## src/rtl/trace_pkg.sv

```systemverilog
// Shared types for the trace capture block: record layout,
// serializer states and the word-select helper.
package trace_pkg;

  localparam logic [7:0] TRACE_HDR   = 8'hA5;
  localparam int         TRACE_WORDS = 6;

  typedef enum logic {
    IDLE,
    SEND
  } state_t;

  typedef struct packed {
    logic [7:0]  cycle;
    logic [31:0] instruction;
    logic [31:0] alua;
    logic [31:0] alub;
    logic [31:0] writedata;
    logic [31:0] readdatamem;
  } record_t;

  // a buffered slot also carries the drop count
  // that was pending when it was pushed
  typedef struct packed {
    logic [7:0] drop;
    record_t    rec;
  } entry_t;

  function automatic logic [31:0] rec_word(
    entry_t     e,
    logic [2:0] i
  );
    logic [31:0] w;
    case (i)
      3'd0:    w = {TRACE_HDR, e.drop,
                    8'h00, e.rec.cycle};
      3'd1:    w = e.rec.instruction;
      3'd2:    w = e.rec.alua;
      3'd3:    w = e.rec.alub;
      3'd4:    w = e.rec.writedata;
      default: w = e.rec.readdatamem;
    endcase
    return w;
  endfunction

endpackage

```

## src/rtl/trace_fifo.sv

```systemverilog
// Circular record buffer, DEPTH entries.
// Ports: push/din in, pop in, head/next_head out, full/empty/level out.
module trace_fifo
  import trace_pkg::*;
#(
  parameter int DEPTH = 16
) (
  input  logic                     clk,
  input  logic                     rst,
  input  logic                     push,
  input  entry_t                   din,
  input  logic                     pop,
  output entry_t                   head,
  output entry_t                   next_head,
  output logic                     full,
  output logic                     empty,
  output logic [$clog2(DEPTH):0]   level
);

  localparam int AW = $clog2(DEPTH);
  localparam logic [AW:0] FULL_LV = (AW+1)'(DEPTH);

  entry_t          mem [DEPTH];
  logic [AW-1:0]   rd_ptr;
  logic [AW-1:0]   wr_ptr;
  logic [AW-1:0]   rd_nxt;

  assign rd_nxt = rd_ptr + 1'b1;
  assign full   = (level == FULL_LV);
  assign empty  = (level == '0);
  assign head   = mem[rd_ptr];

  // head after a pop; with one entry left the only
  // candidate is the record being pushed this cycle
  assign next_head = (level > (AW+1)'(1)) ?
                     mem[rd_nxt] : din;

  always_ff @(posedge clk)
    if (push) mem[wr_ptr] <= din;

  always_ff @(posedge clk or posedge rst) begin
    if (rst) begin
      rd_ptr <= '0;
      wr_ptr <= '0;
      level  <= '0;
    end else begin
      if (push) wr_ptr <= wr_ptr + 1'b1;
      if (pop)  rd_ptr <= rd_nxt;
      if (push && !pop)
        level <= level + 1'b1;
      else if (pop && !push)
        level <= level - 1'b1;
    end
  end

endmodule

```

## src/rtl/trace_capture.sv

```systemverilog
// Samples core debug taps into a record buffer and streams 6-word records.
// Ports: clk/rst, capture_en/change_only, 5 taps, out_valid/ready/data, level, overflow.
module trace_capture
  import trace_pkg::*;
#(
  parameter int DEPTH = 16
) (
  input  logic                   clk,
  input  logic                   rst,
  input  logic                   capture_en,
  input  logic                   change_only,
  input  logic [31:0]            instruction,
  input  logic [31:0]            ALUa,
  input  logic [31:0]            ALUb,
  input  logic [31:0]            writeData,
  input  logic [31:0]            readDataMem,
  output logic                   out_valid,
  input  logic                   out_ready,
  output logic [31:0]            out_data,
  output logic [$clog2(DEPTH):0] level,
  output logic                   overflow
);

  localparam logic [2:0] LAST = 3'(TRACE_WORDS-1);

  logic [7:0]   cyc;
  logic [7:0]   drop_cnt;
  logic [159:0] taps;
  logic [159:0] last_stored;
  logic         cap;
  logic         push;
  logic         pop;
  logic         full;
  logic         empty;
  entry_t       din;
  entry_t       head;
  entry_t       next_head;
  state_t       state;
  state_t       state_nxt;
  logic [2:0]   idx;
  logic [2:0]   idx_nxt;
  logic [31:0]  data_nxt;

  assign taps = {instruction, ALUa, ALUb,
                 writeData, readDataMem};
  assign din  = {drop_cnt, cyc, taps};

  assign cap  = capture_en &&
                (!change_only || taps != last_stored);
  assign pop  = (state == SEND) && out_ready &&
                (idx == LAST);
  assign push = cap && (!full || pop);

  assign out_valid = (state == SEND);

  trace_fifo #(.DEPTH(DEPTH)) u_fifo (
    .clk       (clk),
    .rst       (rst),
    .push      (push),
    .din       (din),
    .pop       (pop),
    .head      (head),
    .next_head (next_head),
    .full      (full),
    .empty     (empty),
    .level     (level)
  );

  // out_data is loaded with the word the next
  // cycle will present, so it stays a flop output
  always_comb begin
    state_nxt = state;
    idx_nxt   = idx;
    data_nxt  = out_data;
    unique case (state)
      IDLE: begin
        if (!empty) begin
          state_nxt = SEND;
          idx_nxt   = '0;
          data_nxt  = rec_word(head, 3'd0);
        end
      end
      SEND: begin
        if (out_ready) begin
          if (idx == LAST) begin
            idx_nxt = '0;
            if (level > 1 || push) begin
              data_nxt = rec_word(next_head, 3'd0);
            end else begin
              state_nxt = IDLE;
              data_nxt  = '0;
            end
          end else begin
            idx_nxt  = idx + 3'd1;
            data_nxt = rec_word(head, idx + 3'd1);
          end
        end
      end
      default: begin
        state_nxt = IDLE;
      end
    endcase
  end

  always_ff @(posedge clk or posedge rst) begin
    if (rst) begin
      state <= IDLE;
      idx   <= '0;
      out_data <= '0;
    end else begin
      state <= state_nxt;
      idx   <= idx_nxt;
      out_data <= data_nxt;
    end
  end

  always_ff @(posedge clk or posedge rst) begin
    if (rst) begin
      cyc         <= '0;
      drop_cnt    <= '0;
      last_stored <= '0;
      overflow    <= 1'b0;
    end else begin
      cyc <= cyc + 8'd1;
      if (push) begin
        drop_cnt    <= '0;
        last_stored <= taps;
      end else if (cap) begin
        overflow <= 1'b1;
        if (drop_cnt != 8'hFF)
          drop_cnt <= drop_cnt + 8'd1;
      end
    end
  end

endmodule

```

## config.mk

```make
export PLATFORM = sky130hd
export DESIGN_NAME = trace_capture
export DESIGN_NICKNAME = d
export VERILOG_FILES = /design/src/rtl/trace_pkg.sv /design/src/rtl/trace_fifo.sv /design/src/rtl/trace_capture.sv
export SDC_FILE = /design/constraint.sdc
export NUM_CORES = 2
export LEC_CHECK = 0
export ABC_CLOCK_PERIOD_IN_PS = 13700
export CORE_MARGIN = 5
export CORE_UTILIZATION = 40
export CTS_CLUSTER_DIAMETER = 30
export CTS_CLUSTER_SIZE = 28
export DETAILED_ROUTE_END_ITERATION = 7
export PLACE_DENSITY = 0.57
export SLEW_MARGIN = 25
export SYNTH_ARGS = -nofsm -noshare
export SYNTH_HDL_FRONTEND = slang
export SYNTH_SLANG_ARGS = --single-unit
```

## constraint.sdc

```tcl
create_clock -name clk -period 13.7 [get_ports clk]
set_input_delay 2.055 -clock clk [delete_from_list [all_inputs] [get_ports clk]]
set_output_delay 2.055 -clock clk [all_outputs]
set_load 0.03 [all_outputs]
```

==> impl_metrics.yaml <==
setup_path:
  timing.rr.start: "idx[1]"
  critPathArrivalTime_ns: 8.77
  cp_max_fo: 82
  reg2reg_to: "u_fifo.mem[10][89]"
  slowest_delay_ns: 0.92
  crit_chain: "clkdlybuf4s50_1 > nand2_1 > nor2_1 > clkinv_1 > nand4_1 > nand2_1 > o21ba_4 > buf_4 > and3_4 > buf_6 > buf_4"
  crit_slowest_cell: "o21ba_4"
  path_delay_family: "buffers and inverters"
  critPathLaunch: "out_ready"
  crit_end: "u_fifo.mem[10][89]"
  start_kind: "input pin"
  r2r_cells: 12
  cp.required_ns: 14.27
  cp.depth: 11
  crit_buf_inv: 5
  end_kind: "register"
  r2r_slack_ns: 6.20
  worstSetupPathType: "in -> reg"
pwr:
  leakagePower_nw: 49.1
  power_density_nw_per_um2: 232
  total_power_mw: 34.6
  peakVddDrop_v: 0.000216
cts:
  cts.path.max_buffers: 4
  clk_latency_ns: 1.04
  post_cts_buffers: 0
  postCtsHoldBufs: 0
  clk_pin_slew_ns: 0.05
  cts_tree: "yes"
  cts.htree.levels: 6
  clock-sinks: 3042
  numCtsBuffers: 596
  cts_root_buf: "clkbuf_16"
  cts_resized: 0
synth:
  yosys.cell_types.count: 68
  synth_sequential_area_ratio: 0.748
  synth_edf_count: 2816
  ys_seq_elements: 3042
  yosys.area.top_type_share: 0.701
  netlist_instances: 5688
  async_flop_share: 0.0743
  synthFlopType: "edfxtp_1"
  syn_nets: 5864
  yosys-top-cells-area: "edfxtp_1 (70%), mux4_2 (15%), dfrtp_1 (4.7%), mux2i_1 (1.3%), mux2_1 (0.79%)"
  synth_area_um2: 121000
  avgSynthCellArea_um2: 21.2
  yosys_warnings: 0
  synth_largest_area_cell: "edfxtp_1"
detailed_routing:
  num_vias: 64200
  via_per_inst: 5.90
  drt_pass1_iterations: 6
  drc: 0
  ant_nets: 0
  drtIter0Drc: 7683
  wl_um: 363000
  wl_per_cell_um: 33.3
global_route:
  grtUsageTotal: 0.228
  grt_pass1_wl_um: 509000
  grt_max_degree: 156
  grt_antenna_before_repair: 62
  overflow: 0
  grt_pass1_vias: 66000
sta:
  setup_viol: 0
  slew_headroom: 0.158
  rsz0062_at_grt: "false"
  worstMarginPinSlew_ns: 1.26
  period_needed_ns: 8.20
  setup_tns_ns: 0
  period_share: 0.599
  setup_ws_ns: 5.50
  timing.final.max_slew_violations: 0
  final_hold_viol_count: 0
  fmax_ghz: 0.122
  clock_skew_ns: 0.0927
place:
  dp_hpwl_um: 212000
  dp_slack_ns: 4.46
  io_buffers: 203
  gp_congestion: 0.884
outcome:
  status: "finished clean"
run:
  cap_violations: 0
final_layout:
  drive_gt1_frac: 0.303
  nets: 6593
  final_cell_mix: "edfxtp_1 (2816), mux4_2 (820), clkbuf_16 (596)"
  syn_to_final_growth_pct: 23.6
  mostFrequentLayoutCell: "edfxtp_1"
floorplan:
  initial_core_util: 0.402
  dieArea_um2: 313000
  die_h_um: 559
  coreArea_um2: 300000
  io_pins: 204
  die_w_um: 559
  fp-row-count: 201
min_path:
  hold_path.class: "reg -> reg"
-- worst reg2reg max path: stages, from the launching register on --
cell and delay, ns:
dfrtp_2 0.38, buf_4 0.38, nor2b_1 0.28, nand2_1 0.34
nor2_1 0.42, clkinv_1 0.29, nand4_1 0.56, nand2_1 0.21
o21ba_4 0.92, buf_4 0.83, and3_4 0.95, buf_6 0.70
buf_4 0.76
-- routing by layer --
metal	track usage	wire (um)	vias up
met5	0	140	-
met4	0.0771	12600	20
met3	0.0453	30400	699
met2	0.368	176000	3244
met1	0.312	145000	34700
li1	-	-	25600
-- kinds of logic after synthesis --
group,after synthesis,share of synthesized area
fa+ha+maj,11,0.00114
buf+inv,396,0.0159
flops,3042,0.748
mux,1114,0.179
simple gates,555,0.0224
compound gates,481,0.0275
xor+xnor,89,0.00646
-- metrics by stage --
step,instance area [um^2],hold WS (ns),std cells,util
after floorplan,121000,0.458,5688,-
after global placement,128000,0.473,9769,0.427
after detailed placement,128000,0.489,9775,0.427
after CTS,149000,0.507,10900,0.497
after global routing,149000,0.520,10900,0.497
final,149000,0.505,10900,0.497
-- how the worst min path moves through the flow --
stage                     startpoint  depth (start not counted)  slack, ns          endpoint
floorplan            last_stored[60]                          1       0.46   last_stored[60]
CTS                  last_stored[63]                          1       0.51   last_stored[63]
detailed placement   last_stored[39]                          1       0.49   last_stored[39]
finish               last_stored[30]                          1       0.50   last_stored[30]
global route        last_stored[136]                          1       0.52  last_stored[136]
global placement     last_stored[60]                          1       0.47   last_stored[60]
-- synthesized netlist by cell type, types with 55 or more instances --
library cell  number
dfrtp_1          226
o21ai_0           96
buf_2             79
nand2_1          195
clkbuf_1         120
mux2i_1          158
nand2b_1          55
xnor2_1           64
a21oi_1           71
mux2_1            85
inv_1             95
mux4_2           820
edfxtp_1        2816
nor2_1            82
-- state kept, by name (all words and copies together) (netlist names) --
signal	flops
cyc	8
drop_cnt	8
idx	3
last_stored	160
out_data	32
out_valid	1
overflow	1
u_fifo.level	5
u_fifo.mem	2816
u_fifo.rd_ptr	4
u_fifo.wr_ptr	4
-- layout make-up --
class,count,area [um^2]
antenna,25,62.6
clock buffer,689,15400
clock inverter,407,5410
fill,23900,151000
inverter,98,383
multi-input combinational,2250,28700
sequential,3042,90200
tap,3958,4950
timing repair buffer,429,4010
-- where the power goes --
group	internal, mW	switching (mW)
clock	9.57	5.12
sequential	11.2	0.415
combinational	3.36	4.88
total	24.1	10.4
Note: power is estimated with default switching activity, not from simulation.
